==> src/rtl/alt_select_fsm_if.sv <==
`default_nettype none
// ============================================================================
// Module      : alt_select_fsm_if
// Description : Request/grant bundle between the channel inputs and the
//               alternation selector. The master drives requests; the slave
//               (the selector) returns the grant pulse and status.
// Revision    : 1.0 - initial release
// ============================================================================
interface alt_select_fsm_if #(
    parameter int N_CH  = 4,
    parameter int CNT_W = 8
);
    localparam int c_LW = (N_CH > 1) ? $clog2(N_CH) : 1;

    logic [N_CH-1:0]  req;
    logic [N_CH-1:0]  grant;
    logic [c_LW-1:0]  last_ch;
    logic             last_valid;
    logic             busy;
    logic [CNT_W-1:0] switch_count;

    modport master (
        output req,
        input  grant,
        input  last_ch,
        input  last_valid,
        input  busy,
        input  switch_count
    );

    modport slave (
        input  req,
        output grant,
        output last_ch,
        output last_valid,
        output busy,
        output switch_count
    );
endinterface
`default_nettype wire

==> src/rtl/alt_select_fsm.sv <==
`default_nettype none
// ============================================================================
// Module      : alt_select_fsm
// Description : N-channel alternation selector. Emits a one-cycle one-hot
//               grant when a channel other than the last accepted one
//               requests, with optional edge qualification, a selectable
//               simultaneous-request policy, a post-accept lockout and a
//               saturating accept counter. All outputs are registered.
// Revision    : 1.0 - initial release
// ============================================================================
module alt_select_fsm #(
    parameter int N_CH       = 4,
    parameter int EDGE_MODE  = 1,
    parameter int MULTI_MODE = 0,
    parameter int LOCKOUT    = 3,
    parameter int CNT_W      = 8
) (
    input  wire logic          clk,
    input  wire logic          rst,
    alt_select_fsm_if.slave    bus_if
);

    localparam int c_LW  = (N_CH > 1) ? $clog2(N_CH) : 1;
    localparam int c_LCW = (LOCKOUT > 0) ? $clog2(LOCKOUT + 1) : 1;

    typedef enum logic [1:0] {
        S_IDLE  = 2'd0,
        S_ARMED = 2'd1,
        S_LOCK  = 2'd2
    } state_t;

    state_t            state_q, state_d;
    logic [N_CH-1:0]   req_prev_q, req_prev_d;
    logic [c_LCW-1:0]  lock_q, lock_d;
    logic [N_CH-1:0]   grant_q, grant_d;
    logic [c_LW-1:0]   last_ch_q, last_ch_d;
    logic              last_valid_q, last_valid_d;
    logic [CNT_W-1:0]  count_q, count_d;

    logic [N_CH-1:0]   w_qual;
    logic              w_single;
    logic [N_CH-1:0]   w_excl;
    logic [N_CH-1:0]   w_cand;
    logic              w_found;
    logic [c_LW-1:0]   w_idx;

    // Candidate selection: qualify requests, drop last_ch once armed, pick lowest index.
    always_comb begin
        w_qual   = (EDGE_MODE != 0) ? (bus_if.req & ~req_prev_q) : bus_if.req;
        w_single = (w_qual != '0) && ((w_qual & (w_qual - N_CH'(1))) == '0);
        w_excl   = '0;
        if (state_q == S_ARMED) begin
            w_excl[last_ch_q] = 1'b1;
        end
        // Without the multi policy, several simultaneous requests void the cycle.
        w_cand  = ((MULTI_MODE != 0) || w_single) ? (w_qual & ~w_excl) : '0;
        w_found = 1'b0;
        w_idx   = '0;
        for (int i = N_CH - 1; i >= 0; i--) begin
            if (w_cand[i]) begin
                w_found = 1'b1;
                w_idx   = c_LW'(i);
            end
        end
    end

    // Next-state and registered-output logic of the selector FSM.
    always_comb begin
        state_d      = state_q;
        req_prev_d   = bus_if.req;
        lock_d       = lock_q;
        grant_d      = '0;
        last_ch_d    = last_ch_q;
        last_valid_d = last_valid_q;
        count_d      = count_q;
        case (state_q)
            S_IDLE, S_ARMED: begin
                if (w_found) begin
                    grant_d[w_idx] = 1'b1;
                    last_ch_d      = w_idx;
                    last_valid_d   = 1'b1;
                    if (count_q != '1) begin
                        count_d = count_q + CNT_W'(1);
                    end
                    if (LOCKOUT > 0) begin
                        state_d = S_LOCK;
                        lock_d  = c_LCW'(LOCKOUT);
                    end else begin
                        state_d = S_ARMED;
                    end
                end
            end
            S_LOCK: begin
                // Requests are ignored here; edge history still tracks req.
                lock_d = lock_q - c_LCW'(1);
                if (lock_q == c_LCW'(1)) begin
                    state_d = S_ARMED;
                end
            end
            default: begin
                state_d = S_IDLE;
            end
        endcase
    end

    // State and output registers; reset primes edge history to all-ones.
    always_ff @(posedge clk) begin
        if (rst) begin
            state_q      <= S_IDLE;
            req_prev_q   <= '1;
            lock_q       <= '0;
            grant_q      <= '0;
            last_ch_q    <= '0;
            last_valid_q <= 1'b0;
            count_q      <= '0;
        end else begin
            state_q      <= state_d;
            req_prev_q   <= req_prev_d;
            lock_q       <= lock_d;
            grant_q      <= grant_d;
            last_ch_q    <= last_ch_d;
            last_valid_q <= last_valid_d;
            count_q      <= count_d;
        end
    end

    assign bus_if.grant        = grant_q;
    assign bus_if.last_ch      = last_ch_q;
    assign bus_if.last_valid   = last_valid_q;
    assign bus_if.busy         = (state_q == S_LOCK);
    assign bus_if.switch_count = count_q;

endmodule
`default_nettype wire
==> src/flat_wrapper.sv <==
// flat-port wrapper written by rule: the top's interface ports become plain ports
module alt_select_fsm_flat 
#(
    parameter int N_CH       = 4,
    parameter int EDGE_MODE  = 1,
    parameter int MULTI_MODE = 0,
    parameter int LOCKOUT    = 3,
    parameter int CNT_W      = 8
)
  (clk, rst, bus_if_req, bus_if_grant, bus_if_last_ch, bus_if_last_valid, bus_if_busy, bus_if_switch_count);
  alt_select_fsm_if #(.N_CH(N_CH), .CNT_W(CNT_W)) bus_if_i ();
  input  wire logic clk;
  input  wire logic rst;
  input wire logic [$bits(bus_if_i.req)-1:0] bus_if_req;
  output wire logic [$bits(bus_if_i.grant)-1:0] bus_if_grant;
  output wire logic [$bits(bus_if_i.last_ch)-1:0] bus_if_last_ch;
  output wire logic [$bits(bus_if_i.last_valid)-1:0] bus_if_last_valid;
  output wire logic [$bits(bus_if_i.busy)-1:0] bus_if_busy;
  output wire logic [$bits(bus_if_i.switch_count)-1:0] bus_if_switch_count;
  assign bus_if_i.req = bus_if_req;
  assign bus_if_grant = bus_if_i.grant;
  assign bus_if_last_ch = bus_if_i.last_ch;
  assign bus_if_last_valid = bus_if_i.last_valid;
  assign bus_if_busy = bus_if_i.busy;
  assign bus_if_switch_count = bus_if_i.switch_count;
  alt_select_fsm #(.N_CH(N_CH), .EDGE_MODE(EDGE_MODE), .MULTI_MODE(MULTI_MODE), .LOCKOUT(LOCKOUT), .CNT_W(CNT_W)) u_core (.clk(clk), .rst(rst), .bus_if(bus_if_i));
endmodule
==> config.mk <==
export PLATFORM = sky130hd
export DESIGN_NAME = alt_select_fsm_flat
export DESIGN_NICKNAME = d
export VERILOG_FILES = /design/src/rtl/alt_select_fsm_if.sv /design/src/rtl/alt_select_fsm.sv /design/src/flat_wrapper.sv
export SDC_FILE = /design/constraint.sdc
export NUM_CORES = 1
export LEC_CHECK = 0
export ABC_CLOCK_PERIOD_IN_PS = 2200
export CORE_MARGIN = 4
export CORE_UTILIZATION = 25
export DETAILED_ROUTE_END_ITERATION = 6
export SLEW_MARGIN = 10
export SYNTH_ARGS = -nofsm -noshare
export SYNTH_HDL_FRONTEND = slang
export SYNTH_SLANG_ARGS = --single-unit
==> constraint.sdc <==
create_clock -name clk -period 2.2 [get_ports clk]
set_input_delay 0.22 -clock clk [delete_from_list [all_inputs] [get_ports clk]]
set_output_delay 0.22 -clock clk [all_outputs]
set_load 0.005 [all_outputs]
==> results of run 1 <==
==> stage by stage <==
step / hold WS, ns / cell area, µm² / utilization, % / worst slack, ns / instances
floorplan: 0.3266 / 1210 / - / 0.4461 / 134
global placement: 0.4427 / 1535 / 32.72 / 0.01946 / 214
detailed placement: 0.4472 / 1535 / 32.72 / -0.01790 / 214
CTS: 0.4624 / 1582 / 33.71 / 0.1697 / 218
global route: 0.4888 / 1589 / 33.87 / 0.1074 / 218
finish: 0.4585 / 1589 / 33.87 / 0.2782 / 218
==> flip-flops by register name, summed over array words and instances (netlist names) <==
register                    flops
u_core.state_q                  2
u_core.bus_if.grant             4
u_core.bus_if.last_ch           2
u_core.bus_if.switch_count      8
u_core.lock_q                   2
u_core.req_prev_q               4
u_core.bus_if.last_valid        1
==> worst register-to-register path, stage by stage, from the launching register on <==
cell      delay, ns
dfxtp_1        0.51
and4b_4        0.27
o21ai_4        0.15
a211oi_4       0.12
buf_4          0.16
or4_1          0.49
a21oi_1        0.15
==> cell families (layout without fill, tap and decap cells) <==
family	count (synthesis)	in the layout	synth area share, %
adders and majority gates	2	2	2.068
xor gates and xnor gates	2	2	1.448
buffers and inverters	12	42	4.757
DFF	23	23	38.06
and+or+nand+nor	64	64	33.71
AOI/OAI and AO/OA	27	27	16.34
muxes	4	4	3.619
==> path summary, 6_finish.rpt <==
path | start | endpoint | slack [ns] | depth (start not counted)
setup reg to reg | u_core.state_q[1]$_SDFFE_PP0P_ | u_core.bus_if.switch_count[7]$_SDFFE_PP0P_ | 0.28 | 6
hold reg to reg | u_core.bus_if.last_valid$_SDFFE_PP0P_ | u_core.bus_if.last_valid$_SDFFE_PP0P_ | 0.46 | 2
setup / recovery | u_core.state_q[1]$_SDFFE_PP0P_ | u_core.bus_if.switch_count[7]$_SDFFE_PP0P_ | 0.28 | 6
hold / removal | u_core.bus_if.last_valid$_SDFFE_PP0P_ | u_core.bus_if.last_valid$_SDFFE_PP0P_ | 0.46 | 2
==> routing by layer <==
metal,wire (µm),vias up
li1,-,546
met1,1222,461
met2,1176,23
met3,134,2
met4,22,0
met5,0,-
==> where the power goes <==
group	switching [µW]	internal [µW]	leakage (µW)
clock	139	126	0.0000255
combinational	73.4	83.4	0.000334
sequential	16.6	435	0.000187
==> final cells by class <==
cell class	instances	area (µm²)
Clock buffer	3	41.29
Multi-Input combinational cell	99	699.4
Tap cell	54	67.56
Clock inverter	1	5.005
Inverter	6	22.52
Sequential cell	23	460.4
Fill cell	509	3103
Timing Repair Buffer	32	292.8
==> placed cells by master, fill, tap and decap left out, types with 2 or more instances in the layout <==
master           instances
a211oi_1                 2
a21oi_1                 10
and2_1                   2
and2b_1                  2
buf_4                   11
clkbuf_8                 3
clkdlybuf4s50_1         21
dfxtp_1                 23
ha_1                     2
inv_1                    6
mux2_1                   3
nand2_1                  4
nand2b_1                 9
nand3b_1                 3
nand4_1                  2
nor2_1                   9
nor2b_1                  8
nor4_1                   6
nor4b_2                  2
o21ai_1                  3
o31ai_1                  4
or2_2                    4
or3_1                    4
or4_1                    4
xnor2_1                  2
==> timing repair <==
item | 4_1_cts | 5_1_grt
setup buffers | 0 | 0
resized for setup | 0 | 1
setup endpoints to repair | 0 | 3
==> reports/qor.yml, run 1 <==
status: "finished, final reports clean"
dieHeight_um: 77.57
grt_setup_unrepaired: "false"
yosysSeqAreaShare_pct: 38.06
cts_root_buf: "clkbuf_8"
cts-buffers-inserted: 3
path_cells: "and4b_4 -> o21ai_4 -> a211oi_4 -> buf_4 -> or4_1 -> a21oi_1"
slew_headroom_pct: 71.88
drive_above_1_share_pct: 15.85
cp.required_ns: 2.40
crit_path_max_fanout: 10
h-tree-depth: 1
synth_edf_count: 0
hold_buffers: 0
synth.net_count: 142
design_power_total_uw: 873.9
synth_cells: 134
yosysTopAreaCell: "dfxtp_1"
vdd_ir_drop_max_mv: 0.2544
path_clk_slew_ns: 0.08
grt_pass1_wl_um: 4512
drt_iter0_drc: 61
dp_hpwl_um: 1965
grt-busiest-layer: "met2"
skew_ns: 0.002000
synthTopCellsByArea: "dfxtp_1 (38%), nand2b_1 (4.7%), a21oi_1 (4.1%)"
cpLargestDelayFamily: "simple AND/OR/NAND/NOR gates"
clk_latency_ns: 0.26
fp-row-count: 25
wire_per_inst_um: 11.73
grt-ovfl-total: 0
ys_ff_latch: 23
ioPinCount: 22
crit_buf_inv: 1
first_pass_iters: 4
yosysMostFrequentCell: "dfxtp_1"
maxCapViolCount: 0
placement.io_buffers: 21
grt_use_met2_pct: 14.94
fmax_ghz: 0.5203
grt.total_usage_pct: 9.056
core_area_um2: 4692
min_period_ns: 1.922
hold_path_class: "flip-flop to flip-flop"
dr_total_vias: 1032
critPathArrivalTime_ns: 2.12
viasPerCell: 4.734
synth_warnings: 0
gp_congestion: 0.8014
cellPowerDensity_nw_per_um2: 550.0
gr-usage-met1_pct: 11.30
drcViolationCount: 0
synth_top_area_share_pct: 38.06
synthDistinctLibCells: 39
async_reset_ff_share_pct: 0
clockBufferDepth: 2
tns_ns: 0
cts_tree: "yes"
die_w_um: 77.57
drv_slew: 0
ant_nets: 0
layout.nets: 173
finalHoldViolCount: 0
synth_area_um2: 1210
grt_pass1_vias: 1027
clock-sinks: 23
startpoint_type: "flip-flop"
setup_violations: 0
dieArea_um2: 6016
postSynthAreaPerCell_um2: 9.029
ys.flop_type: "dfxtp_1"
area_growth_pct: 31.33
start_util_pct: 25.79
antenna_found_initial: 0
cpPeakStageDelay_ns: 0.51
min_period_over_period_pct: 87.35
worst_path_max_delay_cell: "dfxtp_1"
grt_max_degree: 23
tightest_slew_ns: 0.4205
p_leak_uw: 0.0005473
critPathCaptureType: "flip-flop"
ys_top_cells_by_count: "dfxtp_1 (23), a21oi_1 (10), nand2b_1 (9), nor2_1 (9), nor2b_1 (8)"
path_class: "flip-flop to flip-flop"
n_antenna_cell: 0
wirelength_um: 2557
use_met3_pct: 3.132
Power figures use the tool's default switching activity.
==> inputs of run 2 (changes only) <==
Settings changed: CELL_PAD_IN_SITES_DETAIL_PLACEMENT set to 1, CELL_PAD_IN_SITES_GLOBAL_PLACEMENT set to 2, MAX_ROUTING_LAYER set to met4, PLACE_DENSITY_LB_ADDON set to 0.1, SETUP_SLACK_MARGIN set to 0.3.
==> run 2 against run 1 <==
Cell count is 4.1% higher. First-iteration DRC count is 57% lower. Register-to-register slack better by 0.06 ns. Worst hold slack worse by 0.20 ns. Combinational power is 31% higher. Total power is 7.0% higher.
==> reports/qor.yml, run 2 (synthesized netlist as in run 1, its figures left out) <==
status: "finished, final reports clean"
hold_ws_ns: 0.2609
hold_buffers: 0
clk_latency_ns: 0.27
crit_path_max_fanout: 8
dp_hpwl_um: 2468
start_util_pct: 25.79
grt-ovfl-total: 0
h-tree-depth: 1
seqCellArea_um2: 475.5
cts_root_buf: "clkbuf_8"
final_util_pct: 39.15
dr_total_vias: 1129
clockBufferDepth: 2
cpPeakStageDelay_ns: 0.50
fp-row-count: 25
antenna_found_initial: 0
first_pass_iters: 4
tightest_slew_ns: 0.4071
die_w_um: 77.57
largest_reg_flops: 8
dieArea_um2: 6016
path_clk_slew_ns: 0.09
ioPinCount: 22
maxCapViolCount: 0
fmax_ghz: 0.5380
worst_path_max_delay_cell: "or4_1"
grt_setup_unrepaired: "true"
drcViolationCount: 0
cts_tree: "yes"
grt_max_degree: 16
rrSetupSlack_ns: 0.34
min_period_over_period_pct: 84.48
design_power_total_uw: 935.2
slew_headroom_pct: 72.65
grt_pass1_vias: 1180
critPathArrivalTime_ns: 2.06
skew_ns: 0.002711
placement.io_buffers: 21
final_common_cell: "clkdlybuf4s50_1"
p_leak_uw: 0.0006588
critPathCaptureType: "flip-flop"
n_antenna_cell: 0
drv_slew: 0
path_class: "flip-flop to flip-flop"
gp_congestion: 0.7281
vdd_ir_drop_max_mv: 0.1773
wire_per_inst_um: 15.06
final_cell_mix: "clkdlybuf4s50_1 (19), buf_4 (17), dfxtp_1 (17)"
clock-sinks: 23
area_growth_pct: 51.81
n_fill_cell: 541
cellPowerDensity_nw_per_um2: 509.1
multiInputGateArea_um2: 848.3
core_area_um2: 4692
setup_violations: 0
startpoint_type: "flip-flop"
wirelength_um: 3418
hold_path_class: "primary input to flip-flop"
ant_nets: 0
dieHeight_um: 77.57
drive_above_1_share_pct: 35.84
min_period_ns: 1.859
layout.nets: 182
path_cells: "and4b_4 -> o21ai_4 -> a211oi_4 -> buf_6 -> buf_4 -> or4_1 -> a21oi_1"
grt.total_usage_pct: 11.99
grt_pass1_wl_um: 5713
finalHoldViolCount: 0
drt_iter0_drc: 26
cp.required_ns: 2.40
viasPerCell: 4.974
cts-buffers-inserted: 3
-- run 2: cell count changes in the layout (fill, tap and decap cells not counted), moves of 3 or more --
| cell | change |
|---|---|
| dfxtp_2 | +3 |
| dfxtp_1 | -6 |
| buf_4 | +6 |
| nor2b_1 | -4 |
| nand2b_1 | -3 |
| or4_1 | -3 |
| nor4_2 | +3 |
| dfxtp_4 | +3 |
| or4_4 | +3 |
| buf_6 | +3 |
| nor4_1 | -5 |
| nor2b_2 | +4 |
-- run 2: per-stage QoR --
stage	cells	setup slack, ns	setup TNS [ns]	instance area, µm²
final	227	0.3414	0	1837
after global routing	227	0.2433	0	1837
after CTS	222	0.2750	0	1642
after detailed placement	216	-0.06306	-0.1056	1550
after global placement	216	-0.01929	-0.01929	1550
after floorplan	134	0.4461	0	1210
-- run 2: metal layers --
| layer | vias to the layer above | GRT usage (%) | wire, µm |
|---|---|---|---|
| met2 | 13 | 20.38 | 1771 |
| met5 | - | - | 0 |
| met3 | 2 | 1.740 | 54 |
| met1 | 553 | 14.64 | 1576 |
| met4 | 0 | 3.737 | 15 |
| li1 | 561 | - | - |
-- run 2: critical path: cells and delay by family (launching register included) --
family          cells  cell delay (ns)
compound gates      3             0.39
buf+inv             2             0.29
flops               1             0.39
simple gates        2             0.72
-- run 2: report_power, final --
part	total (µW)	switching [µW]	internal [µW]
combinational	205	98.5	106
clock	277	150	127
sequential	453	17.8	435
total	935	267	668
-- run 2: layout make-up --
type	instances	area share (%)
multi-input combinational	99	46.19
sequential	23	25.89
timing repair buffer	41	20.50
tap	54	3.678
clock buffer	3	2.248
inverter	6	1.226
clock inverter	1	0.2725
-- run 2: worst paths after layout --
path	start	endpoint	depth (start not counted)
worst max-delay path	u_core.state_q[1]$_SDFFE_PP0P_	u_core.bus_if.switch_count[7]$_SDFFE_PP0P_	7
worst min-delay path	bus_if_req[1]	u_core.req_prev_q[1]$_SDFF_PP1_	2
worst max register to register	u_core.state_q[1]$_SDFFE_PP0P_	u_core.bus_if.switch_count[7]$_SDFFE_PP0P_	7
worst min register to register	u_core.bus_if.last_valid$_SDFFE_PP0P_	u_core.bus_if.last_valid$_SDFFE_PP0P_	2
-- run 2: timing repair --
item	4_1_cts	5_1_grt
endpoints found under the setup margin	15	12
buffers inserted	2	5
pin swaps	2	5
resized for setup	9	34
==> inputs of run 3 (changes only) <==
Settings changed: ABC_CLOCK_PERIOD_IN_PS 2200 to 1900.
Clock period 2.2 ns to 1.9 ns, I/O delays scaled along.
==> run 3 against run 2 <==
Maximum frequency rose by 2.0%. Clock power increased by 11%. Cell count is 7.5% higher.
==> reports/qor.yml, run 3 (synthesized netlist as in run 1, its figures left out) <==
clock_power_share_pct: 26.9
preCtsSetupSlack_ns: -0.3562
grt_pass1_wl_um: 6106
antenna_found_initial: 0
dieArea_um2: 6016
clk_latency_ns: 0.26
drcViolationCount: 0
grt.total_usage_pct: 12.71
final_util_pct: 44.29
layout.nets: 199
drt_iter0_drc: 24
dieHeight_um: 77.57
cellPowerDensity_nw_per_um2: 548.4
layout_setup_ws_ns: 0.07852
path_cells: "and4b_4 -> o21ai_4 -> a211oi_4 -> buf_12 -> buf_4 -> or4_4 -> a21oi_2"
p_seq_share_pct: 46.0
clock-sinks: 23
worst_path_max_delay_cell: "or4_4"
grt_pass1_vias: 1347
skew_ns: 0.002121
fmax_ghz: 0.5490
largest_reg_flops: 8
start_util_pct: 25.79
grt-ovfl-total: 0
dp_hpwl_um: 2626
placement.io_buffers: 21
cp_num_cells: 7
cts-buffers-inserted: 3
grt_setup_unrepaired: "true"
maxCapViolCount: 0
grt_max_degree: 13
path_class: "flip-flop to flip-flop"
setup_violations: 0
ioPinCount: 22
finalHoldViolCount: 0
cts_root_buf: "clkbuf_8"
gp_congestion: 0.7637
crit_buf_inv: 2
min_period_over_period_pct: 95.87
hold_path_class: "primary input to flip-flop"
ant_nets: 0
dr_total_vias: 1233
n_antenna_cell: 0
crit_path_max_fanout: 8
cts_tree: "yes"
final_cell_mix: "buf_4 (29), clkdlybuf4s50_1 (16), dfxtp_1 (16)"
min_period_ns: 1.821
p_leak_uw: 0.0007840
area_growth_pct: 71.77
use_met3_pct: 1.972
power.share.switching_pct: 27.64
drive_above_1_share_pct: 49.47
gr-usage-met1_pct: 14.21
critPathCaptureType: "flip-flop"
h-tree-depth: 1
tightest_slew_ns: 0.3681
cpPeakStageDelay_ns: 0.48
vdd_ir_drop_max_mv: 0.2302
ff2ff_path_depth: 7
power_frac_comb_pct: 27.1
wirelength_um: 3663
clockBufferDepth: 2
slew_headroom_pct: 75.24
startpoint_type: "flip-flop"
grt_use_met2_pct: 22.97
min_path_cells: 2
wire_per_inst_um: 15.01
p_sw_uw: 315.1
critPathArrivalTime_ns: 2.02
design_power_total_uw: 1140
viasPerCell: 5.053
postLayoutCellArea_um2: 2078
final_common_cell: "buf_4"
core_area_um2: 4692
grt-busiest-layer: "met2"
fp-row-count: 25
first_pass_iters: 2
drv_slew: 0
path_clk_slew_ns: 0.08
die_w_um: 77.57
cp.required_ns: 2.10
internal_power_uw: 824.7
placed_area_um2: 1709
cpLargestDelayFamily: "simple AND/OR/NAND/NOR gates"
status: "finished, final reports clean"
run 3: cell count changes in the layout (fill, tap and decap cells not counted), sizes merged:
cell,previous run,this run
clkinv,1,0
clkdlybuf4s50,19,16
clkbuf,3,4
dlygate4sd2,0,3
buf,20,37
run 3: layout make-up:
type                       instances  area (µm²)
fill                             533        2614
multi-input combinational         99       935.9
timing repair buffer              58       528.0
sequential                        23       479.2
tap                               54       67.56
clock buffer                       4       45.04
inverter                           6       22.52
run 3: what timing repair did:
| item | 4_1_cts | 5_1_grt |
|---|---|---|
| setup endpoints to repair | 19 | 20 |
| hold buffers | 0 | 0 |
| buffers inserted | 5 | 5 |
| gates cloned | 0 | 0 |
| pin swaps | 7 | 9 |
| gates resized for setup | 27 | 31 |
run 3: final timing paths:
kind / end / slack, ns / startpoint
setup / recovery: u_core.bus_if.switch_count[4]$_SDFFE_PP0P_ / 0.08 / u_core.bus_if.last_ch[1]$_SDFFE_PP0P_
hold / removal: u_core.req_prev_q[2]$_SDFF_PP1_ / 0.28 / bus_if_req[2]
setup reg to reg: u_core.bus_if.switch_count[4]$_SDFFE_PP0P_ / 0.08 / u_core.bus_if.last_ch[1]$_SDFFE_PP0P_
hold reg to reg: u_core.bus_if.last_valid$_SDFFE_PP0P_ / 0.46 / u_core.bus_if.last_valid$_SDFFE_PP0P_
run 3: power by group through the flow:
stage	clock network, µW	registers [µW]	logic (µW)
2_1_floorplan	0	532	120
3_3_place_gp	0	532	219
3_5_place_dp	0	535	224
4_1_cts	330	524	268
5_1_grt	345	528	335
6_report	307	524	309
run 3: layer usage:
| metal | vias up | wire (µm) |
|---|---|---|
| met5 | - | 0 |
| met4 | 0 | 25 |
| met3 | 2 | 86 |
| met2 | 17 | 1942 |
| met1 | 619 | 1609 |
| li1 | 595 | - |
run 3: through the flow:
step	setup TNS, ns	instances	hold slack (ns)
floorplan	0	134	0.2966
global placement	-4.491	230	0.4344
detailed placement	-5.125	230	0.4460
CTS	0	239	0.2823
global route	0	244	0.2831
finish	0	244	0.2784
